**src/rtl/mmio_store_fifo_if.sv**
```systemverilog
// Processor data-bus slice plus drain stream for the MMIO store FIFO.
// Signal names follow the single-cycle CPU datapath.
interface mmio_store_fifo_if;
  logic        MemWrite;
  logic [31:0] ALUResult;
  logic [31:0] WriteData;
  logic [31:0] ReadData;
  logic        hit;
  logic        out_valid;
  logic [31:0] out_data;
  logic        out_ready;

  modport slave (
    input  MemWrite,
    input  ALUResult,
    input  WriteData,
    input  out_ready,
    output ReadData,
    output hit,
    output out_valid,
    output out_data
  );

  modport master (
    output MemWrite,
    output ALUResult,
    output WriteData,
    output out_ready,
    input  ReadData,
    input  hit,
    input  out_valid,
    input  out_data
  );
endinterface

```
**src/rtl/mmio_store_fifo.sv**
```systemverilog
// MMIO store FIFO: CPU stores push words, a valid/ready port drains them.
// Define MMIO_STORE_FIFO_TS_EN to add the free-running TS counter at offset 3.
module mmio_store_fifo #(
  parameter int          DEPTH     = 8,
  parameter logic [31:0] BASE_ADDR = 32'h0000_0400
) (
  input logic              clk,
  input logic              reset,
  mmio_store_fifo_if.slave bus
);

  localparam int AW = (DEPTH > 1) ? $clog2(DEPTH) : 1;
  localparam int CW = AW + 1;
  localparam logic [CW-1:0] FULL_CNT = CW'(DEPTH);

  logic [31:0]   mem_q [DEPTH];
  logic [AW-1:0] wr_ptr_q, wr_ptr_d;
  logic [AW-1:0] rd_ptr_q, rd_ptr_d;
  logic [CW-1:0] count_q, count_d;
  logic          ovf_q, ovf_d;

  logic        hit;
  logic [1:0]  off;
  logic        sel_data, sel_stat, sel_ctrl, sel_ts;
  logic        push, pop, accept;
  logic        ctrl_wr, flush, clr_ovf;
  logic        full, empty;
  logic [7:0]  cnt8;
  logic [31:0] status;
  logic [31:0] ts_val;
  logic [31:0] rdata;
  logic [1:0]  unused_addr;

  assign unused_addr = bus.ALUResult[1:0];

  always_comb begin
    hit      = (bus.ALUResult[31:4] == BASE_ADDR[31:4]);
    off      = bus.ALUResult[3:2];
    sel_data = hit & (off == 2'd0);
    sel_stat = hit & (off == 2'd1);
    sel_ctrl = hit & (off == 2'd2);
    sel_ts   = hit & (off == 2'd3);
  end

  always_comb begin
    full    = (count_q == FULL_CNT);
    empty   = (count_q == '0);
    push    = bus.MemWrite & sel_data;
    pop     = ~empty & bus.out_ready;
    // A full FIFO can still take a word if the head leaves this edge
    accept  = push & (~full | pop);
    ctrl_wr = bus.MemWrite & sel_ctrl;
    flush   = ctrl_wr & bus.WriteData[1];
    clr_ovf = ctrl_wr & bus.WriteData[0];
  end

  always_comb begin
    wr_ptr_d = wr_ptr_q;
    rd_ptr_d = rd_ptr_q;
    count_d  = count_q;
    ovf_d    = ovf_q;
    if (accept)
      wr_ptr_d = wr_ptr_q + AW'(1);
    if (flush) begin
      rd_ptr_d = wr_ptr_q;
      count_d  = '0;
    end else begin
      if (pop)
        rd_ptr_d = rd_ptr_q + AW'(1);
      case ({accept, pop})
        2'b10:   count_d = count_q + CW'(1);
        2'b01:   count_d = count_q - CW'(1);
        default: count_d = count_q;
      endcase
    end
    if (push & ~accept)
      ovf_d = 1'b1;
    // Clear beats a drop recorded in the same cycle
    if (clr_ovf)
      ovf_d = 1'b0;
  end

  always_ff @(posedge clk) begin
    if (reset) begin
      wr_ptr_q <= '0;
      rd_ptr_q <= '0;
      count_q  <= '0;
      ovf_q    <= 1'b0;
    end else begin
      wr_ptr_q <= wr_ptr_d;
      rd_ptr_q <= rd_ptr_d;
      count_q  <= count_d;
      ovf_q    <= ovf_d;
    end
  end

  always_ff @(posedge clk) begin
    if (accept)
      mem_q[wr_ptr_q] <= bus.WriteData;
  end

`ifdef MMIO_STORE_FIFO_TS_EN
  logic [31:0] ts_q, ts_d;
  logic        ts_wr;

  always_comb begin
    ts_wr = bus.MemWrite & sel_ts;
    ts_d  = ts_wr ? bus.WriteData : ts_q + 32'd1;
  end

  always_ff @(posedge clk) begin
    if (reset)
      ts_q <= '0;
    else
      ts_q <= ts_d;
  end

  assign ts_val = ts_q;
`else
  assign ts_val = '0;
`endif

  always_comb begin
    cnt8   = 8'(count_q);
    status = {16'b0, cnt8, 5'b0, ovf_q, full, empty};
    rdata  = '0;
    unique case (1'b1)
      sel_stat: rdata = status;
      sel_ts:   rdata = ts_val;
      default:  rdata = '0;
    endcase
  end

  assign bus.hit       = hit;
  assign bus.ReadData  = rdata;
  assign bus.out_valid = ~empty;
  assign bus.out_data  = mem_q[rd_ptr_q];

endmodule

```
**src/flat_wrapper.sv**
```systemverilog
// flat-port wrapper written by rule: the top's interface ports become plain ports
module mmio_store_fifo_flat 
#(
  parameter int          DEPTH     = 8,
  parameter logic [31:0] BASE_ADDR = 32'h0000_0400
)
  (clk, reset, bus_MemWrite, bus_ALUResult, bus_WriteData, bus_out_ready, bus_ReadData, bus_hit, bus_out_valid, bus_out_data);
  mmio_store_fifo_if bus_i ();
  input logic clk;
  input logic reset;
  input wire logic [$bits(bus_i.MemWrite)-1:0] bus_MemWrite;
  input wire logic [$bits(bus_i.ALUResult)-1:0] bus_ALUResult;
  input wire logic [$bits(bus_i.WriteData)-1:0] bus_WriteData;
  input wire logic [$bits(bus_i.out_ready)-1:0] bus_out_ready;
  output wire logic [$bits(bus_i.ReadData)-1:0] bus_ReadData;
  output wire logic [$bits(bus_i.hit)-1:0] bus_hit;
  output wire logic [$bits(bus_i.out_valid)-1:0] bus_out_valid;
  output wire logic [$bits(bus_i.out_data)-1:0] bus_out_data;
  assign bus_i.MemWrite = bus_MemWrite;
  assign bus_i.ALUResult = bus_ALUResult;
  assign bus_i.WriteData = bus_WriteData;
  assign bus_i.out_ready = bus_out_ready;
  assign bus_ReadData = bus_i.ReadData;
  assign bus_hit = bus_i.hit;
  assign bus_out_valid = bus_i.out_valid;
  assign bus_out_data = bus_i.out_data;
  mmio_store_fifo #(.DEPTH(DEPTH), .BASE_ADDR(BASE_ADDR)) u_core (.clk(clk), .reset(reset), .bus(bus_i));
endmodule
```
**config.mk**
```make
export PLATFORM = sky130hd
export DESIGN_NAME = mmio_store_fifo_flat
export DESIGN_NICKNAME = d
export VERILOG_FILES = /design/src/rtl/mmio_store_fifo_if.sv /design/src/rtl/mmio_store_fifo.sv /design/src/flat_wrapper.sv
export SDC_FILE = /design/constraint.sdc
export NUM_CORES = 1
export LEC_CHECK = 0
export CAP_MARGIN = 20
export CORE_ASPECT_RATIO = 1.75
export CORE_MARGIN = 10
export CORE_UTILIZATION = 50
export CTS_CLUSTER_DIAMETER = 30
export DETAILED_ROUTE_END_ITERATION = 6
export HOLD_SLACK_MARGIN = 0.15
export PLACE_DENSITY = 0.73
export SYNTH_ARGS = -nofsm -noshare
export SYNTH_HDL_FRONTEND = slang
export SYNTH_SLANG_ARGS = --single-unit
```
**constraint.sdc**
```tcl
create_clock -name clk -period 9.1 [get_ports clk]
set_input_delay 1.82 -clock clk [delete_from_list [all_inputs] [get_ports clk]]
set_output_delay 1.82 -clock clk [all_outputs]
set_load 0.005 [all_outputs]
```
# Word level (Yosys, flattened, before mapping)
# Memories as Yosys holds them, arrays and structs flattened. A register that Yosys moved wholly into a read port is not among the register bits.
# Cells that the tools add are included.
[word_totals]
register_bits = 11
memories = 1
word_cells = 43
out_inout_bits = 66
ram_bits = 256
[mem_list]
columns = ["name", "depth", "word_bits", "rd", "rd_clocked_by_memory_dff", "wr", "line_no", "rtl"]
rows = [
  ["u_core.mem_q", 8, 32, 1, 1, 1, "mmio_store_fifo.sv:16", "logic [31:0] mem_q [DEPTH];"],
]
[op_classes]
n_addsub = 4
bitwise = 14
n_reduce_logical = 6
eq_ne = 6
muxes = 8
[ops]
columns = ["op", "count"]
rows = [
  ["== test 28 x 7 -> 1 bit, second input constant", 1],
  ["two-way mux 12 bit", 1],
  ["two-way mux 3 bit", 4],
  ["bitwise AND 1 bit", 10],
  ["one-hot mux 4 bit (2 select lines)", 1],
  ["adder 3 x 1 -> 3 bit, second input constant", 2],
  ["adder 4 x 1 -> 4 bit, second input constant", 1],
  ["== test 2 x 1 -> 1 bit, second input constant", 2],
  ["== test 2 bit, second input constant", 2],
  ["== test 4 bit, second input constant", 1],
  ["logical NOT 4 bit", 1],
  ["nonzero test 2 bit", 2],
  ["OR reduction 2 bit", 2],
  ["subtractor 4 x 1 -> 4 bit, second input constant", 1],
  ["NOT 1 bit", 3],
  ["logical NOT 2 bit", 1],
  ["two-way mux 1 bit", 2],
  ["OR 1 bit", 1],
]

# Longest topological paths before layout
# Gate-level depths: netlist (run 1).
[logic_depth]
depth_word = 7
mapped_depth = 11
ltp_nobuf = 11

# Worst setup path after synthesis (run 1)
# Ideal clock, no wire load.
[synth_timing]
path_kind = "in2reg"
from = "in bus_ALUResult[29]"
to = "mem u_core.mem_q[4][0], enable pin"
arrival_ps = 6508
path_slack_ps = 2078
path_buffers = 0
cell_stages = 4
required_time_ps = 8587
cell_sequence = "or4_4 -> nor4_2 -> o21ai_1 -> nor4b_1"
[synth_between]
elab_chain_len = 6
[synth_lines]
columns = ["item", "line_no", "rtl"]
rows = [
  ["from (decl)", "flat_wrapper.sv:12", "input wire logic [$bits(bus_i.ALUResult)-1:0] bus_ALUResult;"],
  ["== test 28 x 7 -> 1 bit", "mmio_store_fifo.sv:37", "hit = (bus.ALUResult[31:4] == BASE_ADDR[31:4]);"],
  ["bitwise AND 1 bit", "mmio_store_fifo.sv:39", "sel_data = hit & (off == 2'd0);"],
  ["bitwise AND 1 bit", "mmio_store_fifo.sv:48", "push = bus.MemWrite & sel_data;"],
  ["bitwise AND 1 bit", "mmio_store_fifo.sv:51", "accept = push & (~full | pop);"],
  ["two-way mux 1 bit", "mmio_store_fifo.sv:98", "if (accept)"],
  ["two-way mux 1 bit (not written as such)", "mmio_store_fifo.sv:99", "mem_q[wr_ptr_q] <= bus.WriteData;"],
  ["to (decl)", "mmio_store_fifo.sv:16", ""],
]
# Every way passes these cells.

# Worst setup path in the final report (run 1)
[layout_timing]
from = "in bus_ALUResult[8]"
to = "out bus_ReadData[10]"
[layout_between]
elab_chain_len = 3
[layout_lines]
columns = ["item", "line_no", "rtl"]
rows = [
  ["== test 28 x 7 -> 1 bit", "mmio_store_fifo.sv:37", ""],
  ["bitwise AND 1 bit", "mmio_store_fifo.sv:40", "sel_stat = hit & (off == 2'd1);"],
  ["two-way mux 12 bit", "mmio_store_fifo.sv:127", "unique case (1'b1)"],
  ["to (decl)", "flat_wrapper.sv:15", "output wire logic [$bits(bus_i.ReadData)-1:0] bus_ReadData;"],
]
# Every way passes these cells.

==> out/metrics.yaml, run 1 <==
clock_path_buffers: 3
netlist_area_mm2: 0.01069
wl_per_cell_um: 23.52
ys_types: 41
die-area_mm2: 0.02785
track_usage_pct: 15.46
dr.first_iter.drc_count: 315
path_clk_slew_ns: 0.06
fin_area_mm2: 0.01306
root_buffer: "clkbuf_16"
critPathArrivalTime_ns: 4.25
yosys.area.top_type: "edfxtp_1"
drive_gt1_share_pct: 26.79
core_area_mm2: 0.02093
grt_max_degree: 65
worstHoldPathCells: 2
area_growth_pct: 22.18
dr.pass1.iters: 5
period_share_pct: 66.67
switchingPower_mw: 0.5071
globalRouteOverflowTotal: 0
path_cells: "clkdlybuf4s50_1 -> nor4b_1 -> nand4_1 -> nor3_1 -> and3b_1 -> and2_1 -> clkdlybuf4s50_1"
hold_viol_final: 0
yosysWarningCount: 0
placedCellCount: 856
first_global_vias: 5785
portBuffers: 106
layout_commonest_cell: "edfxtp_1"
min_to: "u_core.ovf_q$_SDFFE_PP0P_"
worstHoldStart: "u_core.ovf_q$_SDFFE_PP0P_"
critPathMaxStageDelay_ns: 0.55
insertion_delay_ns: 0.53
setup_tns_ns: 0
cts_tree: "done"
worstMarginPinSlew_ns: 1.062
die_width_um: 130.5
worstPathMaxFanout: 6
synth_area_leaders: "edfxtp_1, mux4_2, mux2_2"
p_leak_nw: 4.153
remaining_drc_errors: 0
internal_power_mw: 2.099
cts_resized: 0
synth.ff_latch_count: 270
r2r_end: "u_core.mem_q[3][27]$_DFFE_PP_"
post_cts_hold_buffer_count: 0
cts-htree-levels: 1
ios: 134
grt_pass1_wl_um: 32870
fin_crit_ns: 6.067
cp_slowest_cell: "nor3_1"
synth_top_area_share_pct: 71.94
hpwl_um: 13280
combPwrFrac_pct: 1.8
final_antenna_net_count: 0
rsz0062_at_grt: "no"
power_density_mw_per_mm2: 199.6
cp_data_required_time_ns: 7.28
p_seq_share_pct: 52.1
syn_area_per_cell_um2: 21.08
path_class: "in -> out"
synth.yosys.seq_area_share_pct: 74.57
r2r_setup_slack_ns: 6.48
place_area_mm2: 0.01204
final_cell_mix: "edfxtp_1, clkdlybuf4s50_1, mux4_2, mux2_2, clkbuf_16"
status: "completed"
nets: 708
cpMostUsedCell: "clkdlybuf4s50_1"
netSwitchingFraction_pct: 19.46
vias: 5225
endpoint_kind: "primary output"
drv_slew: 0
rows: 70
finClkSkew_ns: 0.01019
gp_congestion: 0.7552
antenna_found_initial: 0
start_util_pct: 51.05
drv_cap: 0
hp-class: "reg -> reg"
cts_buffers: 29
synth_edf_count: 256
die_h_um: 213.4
instances_no_fill: 910
reg2reg_depth: 6
cts.sink_count: 270
fmax_ghz: 0.1648
wirelength_um: 21400
vias_per_cell: 5.742
ir_worst_vdd_mv: 0.2381
postCtsSetupRepairBufs: 0
start_kind: "input pin"
netlist_instances: 507
clkPwrFrac_pct: 46.1
r2r-start: "u_core.count_q[0]$_SDFFE_PP0P_"
synthArstFlopShare_pct: 0
ys.flop_type: "edfxtp_1"
relSlewSlack_pct: 29.21
finalSetupViolCount: 0
-- critical path, delay by kind of cell --
kind	cells	cell delay [ns]
buffers and inverters	2	0.92
AND/OR/NAND/NOR	5	1.50
-- state kept, by name (all words and copies together), names as in the netlist, named ones only --
register and cells:
u_core.count_q 4, u_core.mem_q 256, u_core.ovf_q 1, u_core.rd_ptr_q 3, u_core.wr_ptr_q 3
-- metrics by stage --
stage | setup slack [ns] | power (mW) | hold WS (ns) | utilization [%]
after floorplan | 2.078 | 1.398 | 0.4432 | -
after global placement | 3.083 | 1.428 | 0.4747 | 57.53
after detailed placement | 3.058 | 1.431 | 0.4965 | 57.53
after CTS | 3.026 | 2.628 | 0.5132 | 62.36
after global routing | 2.868 | 2.681 | 0.5690 | 62.36
final | 3.033 | 2.606 | 0.5134 | 62.37
-- power by group through the flow --
stage	combinational (mW)	clock [mW]	sequential (mW)
floorplan	0.0128	0	1.38
global placement	0.0440	0	1.38
detailed placement	0.0467	0	1.38
CTS	0.0468	1.22	1.36
global route	0.0512	1.27	1.36
finish	0.0472	1.20	1.36
-- worst max-delay path by stage --
| stage | cells past startpoint | start | end | slack (ns) |
|---|---|---|---|---|
| after global routing | 7 | bus_ALUResult[15] | bus_ReadData[9] | 2.87 |
| after floorplan | 4 | bus_ALUResult[29] | u_core.mem_q[4][0]$_DFFE_PP_ | 2.08 |
| final | 7 | bus_ALUResult[8] | bus_ReadData[10] | 3.03 |
| after detailed placement | 7 | bus_ALUResult[7] | bus_ReadData[0] | 3.06 |
| after global placement | 7 | bus_ALUResult[7] | bus_ReadData[10] | 3.08 |
| after CTS | 7 | bus_ALUResult[7] | bus_ReadData[0] | 3.03 |
-- kinds of logic after synthesis --
logic type                 Yosys count  synth area share [%]
other                                1               0.03510
adders and majority gates            5                0.6558
muxes                              102                 17.44
and+or+nand+nor                     60                 3.290
AOI/OAI and AO/OA                   10                0.7259
xor gates and xnor gates             7                0.5738
buffers and inverters               52                 2.717
DFF                                270                 74.57
-- Yosys cell counts, drive strengths merged, types with 4 or more instances --
master,n
clkbuf,15
nor3,7
nand2,8
edfxtp,256
nor4,7
ha,4
mux2,33
dfxtp,14
inv,4
nor2,13
mux2i,5
buf,33
xnor2,4
mux4,64
-- metal layers --
metal | track usage (%) | up-vias | part of all wire (%)
li1 | - | 2301 | -
met1 | 18.63 | 2695 | 38
met2 | 27.03 | 197 | 53
met3 | 3.487 | 32 | 7.5
met4 | 4.505 | 0 | 1.6
met5 | 0 | - | 0
-- final cells by class --
type / instances / area, µm²
Timing Repair Buffer: 121 / 1174
Sequential cell: 270 / 7974
Multi-Input combinational cell: 209 / 2564
Antenna cell: 1 / 2.502
Clock inverter: 21 / 274.0
Fill cell: 1450 / 7878
Inverter: 4 / 15.01
Clock buffer: 32 / 737.0
Tap cell: 252 / 315.3
No activity file was read; power rests on OpenSTA's default activity.
==> run 2: changes to the inputs <==
Clock period 9.1 ns to 5.7 ns, I/O delays scaled along.
==> out/metrics.yaml, run 2 (synthesized netlist as in run 1, its figures left out) <==
track_usage_pct: 15.57  # was 15.46%
cts_tree: "done"  # unchanged
status: "completed"  # unchanged
grt_max_degree: 37  # was 65
vias: 5219  # was 5225
hold_viol_final: 0  # unchanged
finClkSkew_ns: 0.01370  # was 0.01019 ns
remaining_drc_errors: 0  # unchanged
fin_crit_ns: 4.658
finalSetupViolCount: 0  # unchanged
drv_cap: 0  # unchanged
worstHoldPathCells: 2  # unchanged
path_cells: "clkdlybuf4s50_1 -> nor4b_1 -> nand4_1 -> nor3_1 -> and3b_1 -> and2_1 -> clkdlybuf4s50_1"  # unchanged
fin_area_mm2: 0.01309  # was 0.01306 mm²
min_to: "u_core.ovf_q$_SDFFE_PP0P_"  # unchanged
cts_buffers: 29  # unchanged
clock_path_buffers: 3  # unchanged
globalRouteOverflowTotal: 0  # unchanged
relSlewSlack_pct: 26.48  # was 29.21%
die_h_um: 213.4  # unchanged
insertion_delay_ns: 0.55  # was 0.53 ns
final_cell_mix: "edfxtp_1, clkdlybuf4s50_1, mux4_2, mux2_2, clkbuf_16"  # unchanged
cts.sink_count: 270  # unchanged
cpMostUsedCell: "clkdlybuf4s50_1"  # unchanged
r2r-start: "u_core.count_q[0]$_SDFFE_PP0P_"  # unchanged
vias_per_cell: 5.710  # was 5.742
ios: 134  # unchanged
core_area_mm2: 0.02093  # unchanged
die_width_um: 130.5  # unchanged
rows: 70  # unchanged
drv_slew: 0  # unchanged
path_buf_inv: 2  # unchanged
largest_reg_flops: 256  # unchanged
root_buffer: "clkbuf_16"  # unchanged
wirelength_um: 21290  # was 21400 µm
cts_resized: 0  # unchanged
grt_pass1_wl_um: 32820  # was 32870 µm
cp_data_required_time_ns: 4.56  # was 7.28 ns
start_kind: "input pin"  # unchanged
final_antenna_net_count: 0  # unchanged
gp_congestion: 0.7536  # was 0.7552
worstMarginPinSlew_ns: 1.103  # was 1.062 ns
dr.pass1.iters: 4  # was 5
wl_per_cell_um: 23.29  # was 23.52 µm
period_share_pct: 81.73
setup_ws_ns: 1.042  # was 3.033 ns
r2r_setup_slack_ns: 3.19  # was 6.48 ns
p_leak_nw: 4.148  # was 4.153 nW
worstPathMaxFanout: 6  # unchanged
worstHoldStart: "u_core.ovf_q$_SDFFE_PP0P_"  # unchanged
power_density_mw_per_mm2: 311.1  # was 199.6 mW/mm²
top_register: "u_core.mem_q"  # unchanged
rsz0062_at_grt: "no"  # unchanged
path_clk_slew_ns: 0.06  # about the same
cp_top_family: "simple AND/OR/NAND/NOR gates"  # unchanged
area_growth_pct: 22.53  # was 22.18%
start_util_pct: 51.05  # unchanged
first_global_vias: 5745  # was 5785
largestRegisters: "u_core.mem_q (256), u_core.count_q (4)"  # unchanged
nets: 713  # was 708
num_antenna_cells: 0  # was 1
post_cts_hold_buffer_count: 0  # unchanged
postCtsSetupRepairBufs: 0  # unchanged
cp_slowest_cell: "nor3_1"  # unchanged
reg2reg_depth: 10  # was 6
critPathArrivalTime_ns: 3.52  # was 4.25 ns
cts-htree-levels: 1  # unchanged
die-area_mm2: 0.02785  # unchanged
place_area_mm2: 0.01213  # was 0.01204 mm²
dp_slack_ns: 1.044  # was 3.058 ns
layout_commonest_cell: "edfxtp_1"  # unchanged
r2r_end: "u_core.count_q[3]$_SDFFE_PP0P_"  # was u_core.mem_q[3][27]$_DFFE_PP_
portBuffers: 106  # unchanged
hpwl_um: 13420  # was 13280 µm
antenna_found_initial: 0  # unchanged
drive_gt1_share_pct: 27.64  # was 26.79%
path_class: "in -> out"  # unchanged
fmax_ghz: 0.2147
setup_tns_ns: 0  # unchanged
ir_worst_vdd_mv: 0.2932  # was 0.2381 mV
dr.first_iter.drc_count: 325  # was 315
critPathMaxStageDelay_ns: 0.54  # was 0.55 ns
endpoint_kind: "primary output"  # unchanged
hp-class: "reg -> reg"  # unchanged
[run 2: cell types whose count changed in the layout (fill, tap and decap cells not counted), sizes merged]
cell,previous run,this run
clkinvlp,2,7
diode,1,0
clkbuf,32,30
clkinv,8,6
bufinv,4,2
buf,15,20
inv,11,12
[run 2: worst max-delay path by stage]
stage | startpoint | cells after the start | slack, ns | endpoint
global placement | bus_ALUResult[10] | 7 | 1.07 | bus_ReadData[11]
finish | bus_ALUResult[10] | 7 | 1.04 | bus_ReadData[10]
detailed placement | bus_ALUResult[7] | 7 | 1.04 | bus_ReadData[10]
floorplan | bus_ALUResult[29] | 4 | 0.47 | u_core.mem_q[6][0]$_DFFE_PP_
global route | bus_ALUResult[19] | 7 | 0.78 | bus_ReadData[8]
CTS | bus_ALUResult[7] | 7 | 1.03 | bus_ReadData[10]
[run 2: area by class of cell]
cell class | count | area, µm²
clock buffers | 30 | 729.5
clock inverters | 23 | 232.7
fillers | 1404 | 7840
inverters | 4 | 15.01
multi-input cells | 209 | 2590
flip-flops and latches | 270 | 7974
well taps | 252 | 315.3
repair buffers | 126 | 1236
[run 2: metal layers]
metal | vias to the layer above | global-route usage [%] | routed length, µm
met5 | - | 0 | 0
met4 | 0 | 5.352 | 494
met3 | 30 | 3.882 | 1544
met2 | 184 | 27.28 | 11270
met1 | 2692 | 18.10 | 7978
li1 | 2313 | - | -
[run 2: stage by stage]
stage          total power [mW]  hold WS [ns]  instances  utilization, %
2_1_floorplan             2.231        0.4432        531               -
3_3_place_gp              2.279        0.4702        860           57.85
3_5_place_dp              2.284        0.4917        861           57.95
4_1_cts                   4.106        0.5079        914           62.55
5_1_grt                   4.191        0.5424        914           62.55
6_report                  4.073        0.5113        914           62.55
[run 2: tightest hold or removal path, delay by kind of cell (launching register included)]
family / cells / cell delay [ns]
flops: 1 / 0.34
simple gates: 1 / 0.09
compound gates: 1 / 0.05
[run 2: power by group]
part / switching [mW] / internal [mW] / total [mW]
sequential: 0.000000000440 / 2.17 / 2.17
clock: 0.782 / 1.05 / 1.83
combinational: 0.0342 / 0.0410 / 0.0752
total: 0.816 / 3.26 / 4.07
==> run 3: changes to the inputs <==
Settings changed: PLACE_DENSITY 0.73 to 0.76.
Clock period 5.7 ns to 3.9 ns, I/O delays scaled along.
==> out/metrics.yaml, run 3 (synthesized netlist as in run 1, its figures left out) <==
path_class: "in -> out"  # unchanged
drv_slew: 0  # unchanged
vias: 5314  # was 5219
vias_per_cell: 5.732  # was 5.710
finalSetupViolCount: 0  # unchanged
nets: 724  # was 713
worstPathMaxFanout: 6  # unchanged
cts_tree: "done"  # unchanged
die-area_mm2: 0.02785  # unchanged
top_layer_used: "met4"  # unchanged
cts.sink_count: 270  # unchanged
fmax_ghz: 0.2691
start_util_pct: 51.05  # unchanged
layout_commonest_cell: "edfxtp_1"  # unchanged
ios: 134  # unchanged
wl_per_cell_um: 24.12  # was 23.29 µm
cp_data_required_time_ns: 3.12  # was 4.56 ns
period_share_pct: 95.29
first_global_vias: 5806  # was 5745
met2_length_um: 12380  # was 11270 µm
grt_max_degree: 45  # was 37
placedCellCount: 867  # was 861
final_cell_mix: "edfxtp_1, clkdlybuf4s50_1, mux4_2, clkbuf_16, mux2_2"  # was edfxtp_1, clkdlybuf4s50_1, mux4_2, mux2_2, clkbuf_16
largestRegisters: "u_core.mem_q (256), u_core.count_q (4)"  # unchanged
instances_no_fill: 927  # was 914
core_area_mm2: 0.02093  # unchanged
dr.first_iter.drc_count: 384  # was 325
drv_cap: 0  # unchanged
post_cts_hold_buffer_count: 0  # unchanged
antenna_found_initial: 0  # unchanged
route.layer.met1.wl_um: 7908  # was 7978 µm
portBuffers: 106  # unchanged
largest_reg_flops: 256  # unchanged
place_area_mm2: 0.01224  # was 0.01213 mm²
die_h_um: 213.4  # unchanged
cts_resized: 0  # unchanged
fin_util_pct: 63.78  # was 62.55%
status: "completed"  # unchanged
critPathArrivalTime_ns: 2.94  # was 3.52 ns
final_antenna_net_count: 0  # unchanged
globalRouteOverflowTotal: 0  # unchanged
hold_viol_final: 0  # unchanged
p_leak_nw: 4.283  # was 4.148 nW
hpwl_um: 14060  # was 13420 µm
start_kind: "input pin"  # unchanged
dr.pass1.iters: 6  # was 4
top_register: "u_core.mem_q"  # unchanged
met3RoutedLength_um: 1554  # was 1544 µm
fin_area_mm2: 0.01335  # was 0.01309 mm²
worstMarginPinSlew_ns: 0.6137  # was 1.103 ns
setup_tns_ns: 0  # unchanged
cts-htree-levels: 2  # was 1
insertion_delay_ns: 0.50  # was 0.55 ns
root_buffer: "clkbuf_16"  # unchanged
remaining_drc_errors: 0  # unchanged
power_density_mw_per_mm2: 469.4  # was 311.1 mW/mm²
wirelength_um: 22360  # was 21290 µm
rows: 70  # unchanged
die_width_um: 130.5  # unchanged
r2r_setup_slack_ns: 1.39  # was 3.19 ns
num_antenna_cells: 0  # unchanged
relSlewSlack_pct: 59.09  # was 26.48%
rsz0062_at_grt: "no"  # unchanged
hp-class: "reg -> reg"  # unchanged
fin_crit_ns: 3.716
endpoint_kind: "primary output"  # unchanged
path_clk_slew_ns: 0.06  # about the same
p_total_mw: 6.268  # was 4.073 mW
track_usage_pct: 16.23  # was 15.57%
gp_congestion: 0.7836  # was 0.7536
drive_gt1_share_pct: 28.89  # was 27.64%
area_growth_pct: 24.95  # was 22.53%
ir_worst_vdd_mv: 0.4359  # was 0.2932 mV
postCtsSetupRepairBufs: 0  # unchanged
grt_pass1_wl_um: 33990  # was 32820 µm
cts_buffers: 34  # was 29
clock_path_buffers: 3  # unchanged
finClkSkew_ns: 0.01899  # was 0.01370 ns
run 3: changes by cell type in the layout (fill, tap and decap cells not counted), sizes merged:
cell      delta
clkinv       +3
clkinvlp     -5
buf          +6
bufinv       -1
clkbuf       +8
inv          +2
run 3: cell type report:
class	count	area, µm²
Timing Repair Buffer	132	1344
Sequential cell	270	7974
Inverter	4	15.01
Clock inverter	22	220.2
Fill cell	1375	7581
Tap cell	252	315.3
Multi-Input combinational cell	209	2596
Clock buffer	38	887.1
run 3: where the power goes:
group	internal, mW	switching [mW]	leakage (nW)
combinational	0.0600	0.0516	1.33
clock	1.77	1.22	0.541
sequential	3.17	0.000000000214	2.41
run 3: worst paths after layout:
check | from | to | cells past startpoint
setup / recovery | bus_ALUResult[8] | bus_ReadData[11] | 8
hold / removal | u_core.ovf_q$_SDFFE_PP0P_ | u_core.ovf_q$_SDFFE_PP0P_ | 2
setup reg to reg | u_core.count_q[0]$_SDFFE_PP0P_ | u_core.count_q[3]$_SDFFE_PP0P_ | 10
hold reg to reg | u_core.ovf_q$_SDFFE_PP0P_ | u_core.ovf_q$_SDFFE_PP0P_ | 2
run 3: through the flow:
stage / setup WS, ns / hold WS, ns
CTS: 0.1709 / 0.4852
global placement: 0.04464 / 0.4716
finish: 0.1835 / 0.4873
global route: 0.04161 / 0.5225
detailed placement: 0.01076 / 0.4697
floorplan: -0.9733 / 0.4432
run 3: worst max-delay path, stage by stage:
cell             delay, ns
clkdlybuf4s50_1       0.43
nor4b_1               0.31
nand4_1               0.21
nor3_1                0.23
buf_4                 0.16
and3b_1               0.18
and2_1                0.13
clkdlybuf4s50_1       0.50
run 3: routing by layer:
layer	vias up	global-route usage (%)
met1	2747	18.40
met4	0	5.237
li1	2327	-
met3	38	3.907
met5	-	0
met2	202	29.19
